===== src/rtl/aes_mix_pkg.sv =====
// Shared types and constants for the sequential AES (Inv)MixColumns column engine.
// Latency: n/a (definitions only).
// Backpressure: n/a (definitions only).
package aes_mix_pkg;

   // Controller states: waiting for a column, accumulating 16 products, holding the result.
   typedef enum logic [1:0] {
      IDLE = 2'd0,
      MULT = 2'd1,
      DONE = 2'd2
   } state_t;

   localparam int unsigned COL_W = 32;

   // Coefficient rows packed with coef[0] in the top byte.
   localparam logic [COL_W-1:0] FWD_COEF = 32'h02_03_01_01;
   localparam logic [COL_W-1:0] INV_COEF = 32'h0E_0B_0D_09;

   // Pick coef[k] from the forward or inverse row.
   function automatic logic [7:0] coef_sel(input logic inv, input logic [1:0] k);
      logic [COL_W-1:0] row;
      logic [7:0]       b;
      row = inv ? INV_COEF : FWD_COEF;
      case (k)
         2'd0:    b = row[31:24];
         2'd1:    b = row[23:16];
         2'd2:    b = row[15:8];
         default: b = row[7:0];
      endcase
      return b;
   endfunction

   // Byte i of a column, byte 0 being the most significant.
   function automatic logic [7:0] col_byte(input logic [COL_W-1:0] w, input logic [1:0] i);
      logic [7:0] b;
      case (i)
         2'd0:    b = w[31:24];
         2'd1:    b = w[23:16];
         2'd2:    b = w[15:8];
         default: b = w[7:0];
      endcase
      return b;
   endfunction

endpackage


===== src/rtl/mix_column_seq_if.sv =====
// Column request/response bundle between a producer/consumer and mix_column_seq.
// Latency: n/a (wires only).
// Backpressure: valid/ready on both the input column and the result column.
interface mix_column_seq_if;
   import aes_mix_pkg::*;

   logic             clear;
   logic             in_valid;
   logic             in_ready;
   logic [COL_W-1:0] col_in;
   logic             inv;
   logic             out_valid;
   logic             out_ready;
   logic [COL_W-1:0] col_out;
   logic             busy;

   // Producer/consumer side.
   modport master (
      output clear, in_valid, col_in, inv, out_ready,
      input  in_ready, out_valid, col_out, busy
   );

   // Engine side.
   modport slave (
      input  clear, in_valid, col_in, inv, out_ready,
      output in_ready, out_valid, col_out, busy
   );

endinterface


===== src/rtl/ff_mult.sv =====
// Combinational GF(2^NUM_BITS) multiplier reducing by the polynomial x^NUM_BITS + POLY.
// Latency: 0 cycles (pure combinational).
// Backpressure: none; output follows the operands.
module ff_mult #(
   parameter int unsigned NUM_BITS = 8,
   parameter int unsigned POLY     = 'h1B
) (
   input  logic [NUM_BITS-1:0] a,
   input  logic [NUM_BITS-1:0] b,
   output logic [NUM_BITS-1:0] p
);

   localparam logic [NUM_BITS-1:0] RED = POLY[NUM_BITS-1:0];

   // Shift-and-add: x is doubled (xtime) once per bit of y.
   function automatic logic [NUM_BITS-1:0] gf_mul(input logic [NUM_BITS-1:0] x,
                                                  input logic [NUM_BITS-1:0] y);
      logic [NUM_BITS-1:0] acc;
      logic [NUM_BITS-1:0] sh;
      acc = '0;
      sh  = x;
      for (int i = 0; i < int'(NUM_BITS); i++) begin
         if (y[i]) acc = acc ^ sh;
         sh = {sh[NUM_BITS-2:0], 1'b0} ^ (sh[NUM_BITS-1] ? RED : '0);
      end
      return acc;
   endfunction

   assign p = gf_mul(a, b);

endmodule


===== src/rtl/mix_column_seq.sv =====
// Sequential AES MixColumns/InvMixColumns on one 32-bit column using a single GF(2^8) multiplier.
// Latency: out_valid rises after the 16th clock edge following accept; accepts at most every 18 cycles.
// Backpressure: in_ready only in IDLE; result held in DONE until out_ready, clear aborts at any time.
module mix_column_seq
   import aes_mix_pkg::*;
(
   input  logic            clk,
   input  logic            rst,
   mix_column_seq_if.slave io
);

   state_t           state_q;
   state_t           state_nxt;
   logic [3:0]       cnt_q;
   logic [COL_W-1:0] col_q;
   logic [COL_W-1:0] res_q;
   logic [COL_W-1:0] res_nxt;
   logic             inv_q;

   logic             accept;
   logic             mult_en;
   logic             in_ready;
   logic             out_valid;
   logic             busy;
   logic [1:0]       row;
   logic [1:0]       col_idx;
   logic [1:0]       k;
   logic [7:0]       coef;
   logic [7:0]       a_c;
   logic [7:0]       prod;

   // clear wins over an incoming column, so it gates the accept.
   assign accept  = io.in_valid & in_ready & ~io.clear;

   // cnt walks the 4x4 coefficient matrix row-major: row = result byte, col_idx = input byte.
   assign row     = cnt_q[3:2];
   assign col_idx = cnt_q[1:0];
   assign k       = col_idx - row;   // 2-bit wrap gives (c - r) mod 4
   assign coef    = coef_sel(inv_q, k);
   assign a_c     = col_byte(col_q, col_idx);

   ff_mult #(
      .NUM_BITS (8)
   ) u_mult (
      .a (coef),
      .b (a_c),
      .p (prod)
   );

   // Fold this cycle's product into the result byte selected by row.
   always_comb begin
      res_nxt = res_q;
      case (row)
         2'd0:    res_nxt[31:24] = res_q[31:24] ^ prod;
         2'd1:    res_nxt[23:16] = res_q[23:16] ^ prod;
         2'd2:    res_nxt[15:8]  = res_q[15:8]  ^ prod;
         default: res_nxt[7:0]   = res_q[7:0]   ^ prod;
      endcase
   end

   // State register.
   always_ff @(posedge clk or posedge rst) begin
      if (rst) state_q <= IDLE;
      else     state_q <= state_nxt;
   end

   // Next-state logic; clear overrides every other transition.
   always_comb begin
      state_nxt = state_q;
      case (state_q)
         IDLE:    if (io.in_valid)    state_nxt = MULT;
         MULT:    if (cnt_q == 4'd15) state_nxt = DONE;
         DONE:    if (io.out_ready)   state_nxt = IDLE;
         default:                     state_nxt = IDLE;
      endcase
      if (io.clear) state_nxt = IDLE;
   end

   // Moore outputs decoded from the current state.
   always_comb begin
      in_ready  = 1'b0;
      out_valid = 1'b0;
      busy      = 1'b1;
      mult_en   = 1'b0;
      case (state_q)
         IDLE: begin
            in_ready = 1'b1;
            busy     = 1'b0;
         end
         MULT:    mult_en   = 1'b1;
         DONE:    out_valid = 1'b1;
         default: begin
            in_ready = 1'b0;
            busy     = 1'b1;
         end
      endcase
   end

   // Operand latch, accumulator and product counter; cnt wraps 15->0 on the MULT->DONE edge.
   always_ff @(posedge clk or posedge rst) begin
      if (rst) begin
         col_q <= '0;
         inv_q <= 1'b0;
         res_q <= '0;
         cnt_q <= '0;
      end else if (io.clear) begin
         res_q <= '0;
         cnt_q <= '0;
      end else if (accept) begin
         col_q <= io.col_in;
         inv_q <= io.inv;
         res_q <= '0;
         cnt_q <= '0;
      end else if (mult_en) begin
         res_q <= res_nxt;
         cnt_q <= cnt_q + 4'd1;
      end
   end

   assign io.in_ready  = in_ready;
   assign io.out_valid = out_valid;
   assign io.busy      = busy;
   assign io.col_out   = res_q;

endmodule


===== src/flat_wrapper.sv =====
// flat-port wrapper written by rule: the top's interface ports become plain ports
module mix_column_seq_flat import aes_mix_pkg::*;
  (clk, rst, io_clear, io_in_valid, io_col_in, io_inv, io_out_ready, io_in_ready, io_out_valid, io_col_out, io_busy);
  mix_column_seq_if io_i ();
  input  logic clk;
  input  logic rst;
  input wire logic [$bits(io_i.clear)-1:0] io_clear;
  input wire logic [$bits(io_i.in_valid)-1:0] io_in_valid;
  input wire logic [$bits(io_i.col_in)-1:0] io_col_in;
  input wire logic [$bits(io_i.inv)-1:0] io_inv;
  input wire logic [$bits(io_i.out_ready)-1:0] io_out_ready;
  output wire logic [$bits(io_i.in_ready)-1:0] io_in_ready;
  output wire logic [$bits(io_i.out_valid)-1:0] io_out_valid;
  output wire logic [$bits(io_i.col_out)-1:0] io_col_out;
  output wire logic [$bits(io_i.busy)-1:0] io_busy;
  assign io_i.clear = io_clear;
  assign io_i.in_valid = io_in_valid;
  assign io_i.col_in = io_col_in;
  assign io_i.inv = io_inv;
  assign io_i.out_ready = io_out_ready;
  assign io_in_ready = io_i.in_ready;
  assign io_out_valid = io_i.out_valid;
  assign io_col_out = io_i.col_out;
  assign io_busy = io_i.busy;
  mix_column_seq u_core (.clk(clk), .rst(rst), .io(io_i));
endmodule

===== config.mk =====
export PLATFORM = sky130hd
export DESIGN_NAME = mix_column_seq_flat
export DESIGN_NICKNAME = d
export VERILOG_FILES = /design/src/rtl/aes_mix_pkg.sv /design/src/rtl/mix_column_seq_if.sv /design/src/rtl/ff_mult.sv /design/src/rtl/mix_column_seq.sv /design/src/flat_wrapper.sv
export SDC_FILE = /design/constraint.sdc
export NUM_CORES = 1
export LEC_CHECK = 0
export CAP_MARGIN = 30
export CELL_PAD_IN_SITES_DETAIL_PLACEMENT = 2
export CELL_PAD_IN_SITES_GLOBAL_PLACEMENT = 2
export CORE_MARGIN = 3
export CORE_UTILIZATION = 35
export CTS_BUF_LIST = sky130_fd_sc_hd__clkbuf_4 sky130_fd_sc_hd__clkbuf_8 sky130_fd_sc_hd__clkbuf_16
export DETAILED_ROUTE_END_ITERATION = 6
export PLACE_DENSITY_LB_ADDON = 0.1
export SLEW_MARGIN = 15
export SYNTH_ARGS = -nofsm -noshare
export SYNTH_HDL_FRONTEND = slang
export SYNTH_SLANG_ARGS = --single-unit

===== constraint.sdc =====
create_clock -name clk -period 9.7 [get_ports clk]
set_clock_uncertainty 0.2 [all_clocks]
set_input_delay 0.97 -clock clk [delete_from_list [all_inputs] [get_ports clk]]
set_output_delay 0.97 -clock clk [all_outputs]
set_load 0.01 [all_outputs]

Word level (Yosys, flattened, before mapping)
Cells that the tools add are included.

storage, ports and cells
  bits in registers = 71
  bits of input ports = 38
  output and inout bits = 35
  word-level logic and storage cells = 96

cells by class
  $add $sub $neg = 2
  equal/unequal tests = 13
  muxes and demuxes = 37
  bitwise gates (word level) = 21
  reductions and logical operators = 15

operators with widths
  cell                   number
  $mux W32               3
  $mux W8                12
  $xor A8 B8 Y8          11
  $xor A8 B5 Y8          7
  $pmux W8 S3            2
  $mux W5                7
  $mux W28               1
  $mux W4                3
  $reduce_bool A3 Y1     4
  $reduce_and A2 Y1      5
  $eq A2 B1 Y1 const B   4
  $eq A2 B2 Y1 const B   4
  $logic_not A2 Y1       4
  $mux W2                4
  $ne A3 B3 Y1 const B   2
  $pmux W2 S3            1
  $add A4 B1 Y4 const B  1
  $eq A4 B4 Y1 const B   1
  $mux W1                4
  $ne A3 B1 Y1 const B   1
  $ne A3 B2 Y1 const B   1
  $reduce_and A3 Y1      1
  $reduce_or A3 Y1       1
  $and A1 B1 Y1          2
  other kinds (2)        2

Depth between registers and ports, before layout
Gate-level depths: netlist (run 1).

  depth in word-level cells = 24
  mapped depth = 12
  mapped depth without buffers = 10

By module
Synthesis (run 1) repeated with hierarchy kept, for this count alone.

unflattened totals
  cells, all modules = 478
  area, all modules = 4,595.7 um^2

modules (own cells, without submodules)
  module          times used  cells each  area an instance (um^2)  seq. area each (um^2)
  mix_column_seq  1           301         3,275.6                  1,776.7
  ff_mult         1           177         1,320.0                  0.0

Worst setup path after synthesis (run 1)
OpenSTA, ideal clock, no wires.

  path kind = reg2reg
  start = register u_core.cnt_q[0]
  end = register u_core.res_q[28], in the netlist u_core.io.col_out[28]
  library setup time = 78 ps
  arrival = 3,329 ps
  data required time = 9,422 ps
  slack = 6,093 ps
  stages on the path, launching flop included = 12
  path buffers = 1
  clock period less this slack = 3,607 ps
  cells stage by stage = dfrtp_1 -> inv_1 -> ha_1 -> buf_6 -> a222oi_1 -> mux2i_2 -> or3_1 -> and4_4 -> a311oi_4 -> xnor2_1 -> or3_1 -> a21oi_1

on the way
  longest elaborated chain between the ends = 24
  elaborated cells on any way between the ends = 43
  those cells by class = add/sub: 1; eq/ne: 4; mux: 21; bitwise: 15; reduce/logical: 2

ends and longest elaborated chain
  item                                  line                   source
  start: declaration                    mix_column_seq.sv:14   logic [3:0] cnt_q;
  start signal: assignment              mix_column_seq.sv:116  cnt_q <= cnt_q + 4'd1;
  $sub A2 B2 Y2                         mix_column_seq.sv:38   assign k = col_idx - row;
  $eq A2 B2 Y1 (tied with other cells)  aes_mix_pkg.sv:24      case (k)
  $pmux W8 S3                           aes_mix_pkg.sv:24
  $mux W5                               ff_mult.sv:24          sh = {sh[NUM_BITS-2:0], 1'b0} ^ (sh[NUM_BITS-1] ? RED : '0);
  $xor A8 B5 Y8                         ff_mult.sv:24
  $xor A8 B8 Y8                         ff_mult.sv:23          if (y[i]) acc = acc ^ sh;
  $mux W8                               ff_mult.sv:23
  $xor A8 B8 Y8                         ff_mult.sv:23
  [... 8 more ...]                      --
  $mux W8                               ff_mult.sv:23
  $xor A8 B8 Y8                         ff_mult.sv:23
  $mux W8 *                             ff_mult.sv:23
  $xor A8 B8 Y8 *                       mix_column_seq.sv:54   2'd0: res_nxt[31:24] = res_q[31:24] ^ prod;
  $mux W8 *                             mix_column_seq.sv:53   case (row)
  $mux W32 *                            mix_column_seq.sv:114  end else if (mult_en) begin
  $mux W32 *                            mix_column_seq.sv:109  end else if (accept) begin
  $mux W32 *                            mix_column_seq.sv:106  end else if (io.clear) begin
  end signal: assignment                mix_column_seq.sv:115  res_q <= res_nxt;
  end: declaration                      mix_column_seq.sv:16   logic [COL_W-1:0] res_q;

Mark *: on every way between the ends. The rest lies on a longest branch, timed or not. The select of a mux whose other input is x is not followed.
A chain may end at the register's enable or synchronous reset.

Worst setup path in the final report (run 1)
  start = register u_core.cnt_q[1]
  end = register u_core.res_q[20], in the netlist u_core.io.col_out[20]

on the way
  longest elaborated chain between the ends = 24
  elaborated cells on any way between the ends = 43
  those cells by class = add/sub: 1; eq/ne: 4; mux: 21; bitwise: 15; reduce/logical: 2

ends and longest elaborated chain
  item                                  line                   source
  $sub A2 B2 Y2                         mix_column_seq.sv:38
  $eq A2 B2 Y1 (tied with other cells)  aes_mix_pkg.sv:24
  $pmux W8 S3                           aes_mix_pkg.sv:24
  $mux W5                               ff_mult.sv:24
  $xor A8 B5 Y8                         ff_mult.sv:24
  $xor A8 B8 Y8                         ff_mult.sv:23
  $mux W8                               ff_mult.sv:23
  $xor A8 B8 Y8                         ff_mult.sv:23
  [... 8 more ...]                      --
  $mux W8                               ff_mult.sv:23
  $xor A8 B8 Y8                         ff_mult.sv:23
  $mux W8 *                             ff_mult.sv:23
  $xor A8 B8 Y8 *                       mix_column_seq.sv:55   2'd1: res_nxt[23:16] = res_q[23:16] ^ prod;
  $mux W8 *                             mix_column_seq.sv:53
  $mux W32 *                            mix_column_seq.sv:114
  $mux W32 *                            mix_column_seq.sv:109
  $mux W32 *                            mix_column_seq.sv:106

Marked as above.

==> results of run 1 <==
[synthesized netlist by cell type, types with 7 or more instances]
cell type,number,share of area
nor2b_1,7,0.011
a211oi_1,7,0.013
a21oi_1,35,0.043
or3_1,15,0.023
dfrtp_1,71,0.44
nor2_1,39,0.036
nand2_1,38,0.035
o21ai_0,34,0.042
clkbuf_1,23,0.021
xor2_1,21,0.045
xnor2_1,10,0.022
inv_1,12,0.011
a31o_2,7,0.015
mux2_2,28,0.078
nand3_1,7,0.0086
a222oi_1,9,0.022
[state kept, by name, summed over array words and instances (netlist names)]
signal	flops
u_core.col_q	32
u_core.cnt_q	4
u_core.state_q	2
u_core.inv_q	1
u_core.io.col_out	32
[per-stage QoR]
| stage | cells | power, mW | hold slack (ns) | util | instance area [um2] |
|---|---|---|---|---|---|
| after floorplan | 426 | 0.599 | 0.280 | - | 4060 |
| after global placement | 613 | 0.705 | 0.291 | 0.439 | 4870 |
| after detailed placement | 613 | 0.723 | 0.302 | 0.439 | 4870 |
| after CTS | 629 | 1.12 | 0.313 | 0.471 | 5210 |
| after global routing | 630 | 1.18 | 0.329 | 0.474 | 5250 |
| final | 630 | 1.11 | 0.313 | 0.474 | 5250 |
[logic make-up (layout without fill, tap and decap cells)]
group | count (synthesis) | count (layout) | synth area share
and+or+nand+nor | 127 | 127 | 0.147
muxes | 33 | 33 | 0.0909
buffers and inverters | 40 | 104 | 0.0391
adders and majority gates | 5 | 5 | 0.0154
xor gates and xnor gates | 34 | 34 | 0.0823
AOI/OAI and AO/OA | 116 | 116 | 0.188
DFF | 71 | 71 | 0.437
[layout make-up]
cell class                      count  area, um2  area share
Timing Repair Buffer               75        763       0.145
Sequential cell                    71       1780       0.339
Inverter                           13       48.8     0.00930
Multi-Input combinational cell    315       2140       0.407
Clock inverter                      7        121      0.0231
Clock buffer                        9        225      0.0429
Tap cell                          140        175      0.0334
[metal layers]
| metal | wire length, um | track usage | vias to the layer above |
|---|---|---|---|
| li1 | - | - | 1637 |
| met1 | 5350 | 0.250 | 1789 |
| met2 | 6860 | 0.372 | 90 |
| met3 | 422 | 0.0361 | 13 |
| met4 | 148 | 0.0545 | 0 |
| met5 | 0 | 0 | - |
[final timing paths]
check / endpoint
worst max-delay path: u_core.io.col_out[20]
worst min-delay path: u_core.col_q[13]
worst max register to register: u_core.io.col_out[20]
worst min register to register: u_core.col_q[13]
max in group asynchronous: u_core.io.col_out[7]
min in group asynchronous: u_core.io.col_out[6]
[where the power goes]
group          leakage (nW)  total (mW)  switching, mW  internal (mW)
combinational          1.08       0.359          0.218          0.141
sequential            0.918       0.367         0.0331          0.334
clock                 0.170       0.385          0.133          0.252
==> impl_metrics.toml, run 1 <==
[detailed_routing]
avgRoutedWirePerCell_um = 20.3
drt-total-wl_um = 12800
vias_per_cell = 5.60
drt_iter0_markers = 153
first_pass_iters = 4
vias = 3529
ant_nets = 0
drc = 0

[global_route]
antenna_found_initial = 0
grt.overflow.total = 0
grt_max_degree = 72
grt.total_usage = 0.205
grt_pass1_wl_um = 20800
grt_pass1_vias = 3853

[clocking]
ctsHoldBuffers = 0
htreeDepth = 3
cts_buffers = 9
cts.repair.resized = 0
root_buffer = "clkbuf_16"
worst_skew_pair.late_latency_ns = 0.33
cts_tree = "built"
cts.reportedPaths.clkPinSlew_ns = 0.06
clockBufferDepth = 2
clock_sinks = 71
cts_setup_buffers = 0

[floorplanning]
start_util = 0.367
fp.dieArea_um2 = 12900
die_w_um = 114
pin_count = 73
num_rows = 38
die_h_um = 114
core_um2 = 11100

[worst_setup_path]
arrival_ns = 4.52
worstReg2RegStart = "u_core.cnt_q[1]"
slowest_delay_ns = 0.88
rrSetupSlack_ns = 5.23
crit_path_end_kind = "flop"
worst-setup-path-type = "reg -> reg"
worst-path-stages = 10
startpoint_type = "flop"
crit_fanout = 8
path_cells = "inv_1 > ha_1 > a222oi_1 > mux2i_1 > or3_1 > a311oi_1 > a311oi_4 > xnor2_1 > o21ai_0 > a21oi_1"
critPathTopFamily = "compound AO/OA/AOI/OAI gates"
crit_buf_inv = 1
slowest_stage = "a222oi_1"
critical_path_required_ns = 9.75
rr_worst_depth = 10
crit_start = "u_core.cnt_q[1]"

[sta]
fin_crit_ns = 4.47
fin_setup_tns_ns = 0
setup_viol = 0
rsz0062_at_grt = "no"
relSlewSlack = 0.277
tightest_slew_ns = 1.08
worst_slack_ns = 5.23
fin_crit_sh = 0.461
slew_viol_final = 0
fmax_mhz = 224
finalHoldViolCount = 0

[logic_synthesis]
ys_ff_latch = 71
synth-async-reset-ratio = 1.00
ys_warn_count = 0
syn-cell-area_um2 = 4060
ys_types = 54
synth_ff_type = "dfrtp_1"
synth-edff-count = 0
syn-num-nets = 469
syn_avg_cell_area_um2 = 9.53
ys_seq_area_frac = 0.437
syn_inst = 426

[finish]
fill_cells = 1183
layout_common_cells = "clkdlybuf4s50_1 (72), dfrtp_1 (71), nor2_1 (39)"
antenna_cells = 0
drive_above_1_share = 0.137
synthToLayoutAreaGrowth_pct = 29.2
layout_commonest_cell = "clkdlybuf4s50_1"
fin_nets = 528

[worst_hold_path]
hp-start = "u_core.col_q[13]"
holdCritPathClass = "reg -> reg"
whs_path_depth = 1

[place]
post-place-ws_ns = 5.36
io_buffer_count = 72
gp_congestion = 0.841
hpwl_um = 8800

[run_status]
outcome = "finished, final reports clean"

[power_and_ir_drop]
irDropWorstVdd_uv = 108
leakage_nw = 2.17
power.density_nw_per_um2 = 212

[run]
maxCapViolCount = 0
Note: power is estimated with default switching activity, not from simulation.
==> run 2, diff against run 1 <==
CORE_UTILIZATION = 29   (was 35)
clock period = 3.75 ns   (was 9.7 ns; I/O delays follow)
==> impl_metrics.toml, run 2 (synthesis gave the netlist of run 1 again) <==
[run_status]
outcome = "finished, final reports clean"

[global_route]
met1_usage = 0.201
grt_pass1_wl_um = 20600
grt_pass1_vias = 3890
busiest_layer = "met2"
grt.overflow.total = 0
global_route.usage.met2 = 0.289
grt_max_degree = 43
grt.total_usage = 0.165
antenna_found_initial = 0
use_met3 = 0.0399

[worst_setup_path]
rr_worst_depth = 12
arrival_ns = 3.54
startpoint_type = "flop"
crit_fanout = 8
worst-setup-path-type = "reg -> reg"
critical_path_required_ns = 3.78
worstReg2RegStart = "u_core.cnt_q[1]"
timing.rr.end = "u_core.io.col_out[9]"
rrSetupSlack_ns = 0.24
crit_path_end_kind = "flop"

[floorplanning]
fp.dieArea_um2 = 15500
start_util = 0.302
die_w_um = 124
core_um2 = 13500
num_rows = 42
die_h_um = 124
pin_count = 73

[run]
maxCapViolCount = 0

[detailed_routing]
vias_per_cell = 5.16
drt_iter0_markers = 159
vias = 3566
ant_nets = 0
first_pass_iters = 4
avgRoutedWirePerCell_um = 18.0
drc = 0
drt-total-wl_um = 12400

[power_and_ir_drop]
power.switching_mw = 1.02
p_comb_frac = 0.370
swShare = 0.362
irDropWorstVdd_uv = 179
power_frac_seq = 0.338
p_clk_frac = 0.292
leakage_nw = 2.26
internal_power_mw = 1.79
power.density_nw_per_um2 = 515

[sta]
fin_setup_tns_ns = 0
setup_viol = 0
fin_crit_ns = 3.51
hold_ws_ns = 0.301
rsz0062_at_grt = "no"
finalHoldViolCount = 0
fmax_mhz = 285
relSlewSlack = 0.470
fin_crit_sh = 0.935
slew_viol_final = 0
tightest_slew_ns = 0.796

[finish]
fill_cells = 1464
drive_above_1_share = 0.194
antenna_cells = 0
fin_nets = 553
layout_common_cells = "clkdlybuf4s50_1 (72), dfrtp_1 (70), nor2_1 (39)"
synthToLayoutAreaGrowth_pct = 34.2
layout_commonest_cell = "clkdlybuf4s50_1"

[clocking]
clock_sinks = 71
htreeDepth = 3
worst_skew_pair.late_latency_ns = 0.34
root_buffer = "clkbuf_16"
clockBufferDepth = 2
cts_buffers = 9
cts_tree = "built"
cts.reportedPaths.clkPinSlew_ns = 0.06

[worst_hold_path]
holdCritPathClass = "in -> async"

[place]
gp_congestion = 0.798
hpwl_um = 9130
io_buffer_count = 72
-- run 2: changes by cell type in the layout (fill, tap and decap cells not counted), moves of 2 or more --
| cell | previous run | this run |
|---|---|---|
| buf_2 | 0 | 2 |
| buf_4 | 2 | 25 |
| bufinv_16 | 3 | 0 |
| clkinvlp_4 | 0 | 2 |
| ha_1 | 5 | 2 |
| ha_2 | 0 | 3 |
| xnor2_1 | 10 | 7 |
| xnor2_2 | 0 | 3 |
-- run 2: critical path, stage by stage (launching register included) --
cell and delay [ns]:
dfrtp_1 0.44, inv_1 0.11, ha_2 0.25, a222oi_1 0.50
mux2i_1 0.19, buf_4 0.19, o21ai_0 0.21, a311oi_2 0.15
a311oi_4 0.37, buf_4 0.20, xor2_4 0.24, a21oi_1 0.12
a31o_2 0.22
-- run 2: worst max path at each step --
stage | cells past startpoint | startpoint | slack, ns | endpoint
floorplan | 11 | u_core.cnt_q[0] | 0.14 | u_core.io.col_out[28]
global placement | 11 | u_core.cnt_q[0] | 0.19 | u_core.io.col_out[19]
detailed placement | 10 | u_core.cnt_q[0] | -0.04 | u_core.io.col_out[20]
CTS | 10 | u_core.cnt_q[0] | 0.01 | u_core.io.col_out[17]
global route | 11 | u_core.cnt_q[1] | 0.001 | u_core.io.col_out[11]
finish | 12 | u_core.cnt_q[1] | 0.24 | u_core.io.col_out[9]
-- run 2: what timing repair did --
item	4_1_cts	5_1_grt
pin swaps	0	6
setup endpoints to repair	5	16
resized for setup	2	8
setup buffers	0	3
hold buffers	0	0
-- run 2: through the flow --
step                setup slack, ns  power (mW)  cell area, um2   util  instances
floorplan                     0.143        1.55            4060      -        426
global placement              0.192        1.91            5080  0.378        670
detailed placement          -0.0409        1.95            5080  0.378        670
CTS                          0.0109        2.81            5380  0.400        686
global route               0.000961        3.00            5450  0.405        691
finish                        0.245        2.81            5450  0.405        691
-- run 2: layout make-up --
cell class / count / area (um2) / share of cell area
inverters: 13 / 48.8 / 0.00895
flip-flops and latches: 71 / 1780 / 0.326
well taps: 176 / 220 / 0.0404
clock buffers: 9 / 225 / 0.0413
clock inverters: 7 / 57.6 / 0.0106
repair buffers: 100 / 938 / 0.172
multi-input cells: 315 / 2180 / 0.400
-- run 2: power groups by stage --
stage	clock network (mW)	logic (mW)	registers [mW]
final	0.820	1.04	0.948
after global routing	0.889	1.15	0.962
after CTS	0.851	1.01	0.949
after detailed placement	0	0.986	0.962
after global placement	0	0.948	0.960
after floorplan	0	0.613	0.937
-- run 2: per-layer routing --
| metal | share of wire | vias up |
|---|---|---|
| met4 | 0.012 | 0 |
| met5 | 0 | - |
| met2 | 0.51 | 50 |
| met1 | 0.45 | 1816 |
| li1 | - | 1686 |
| met3 | 0.028 | 14 |
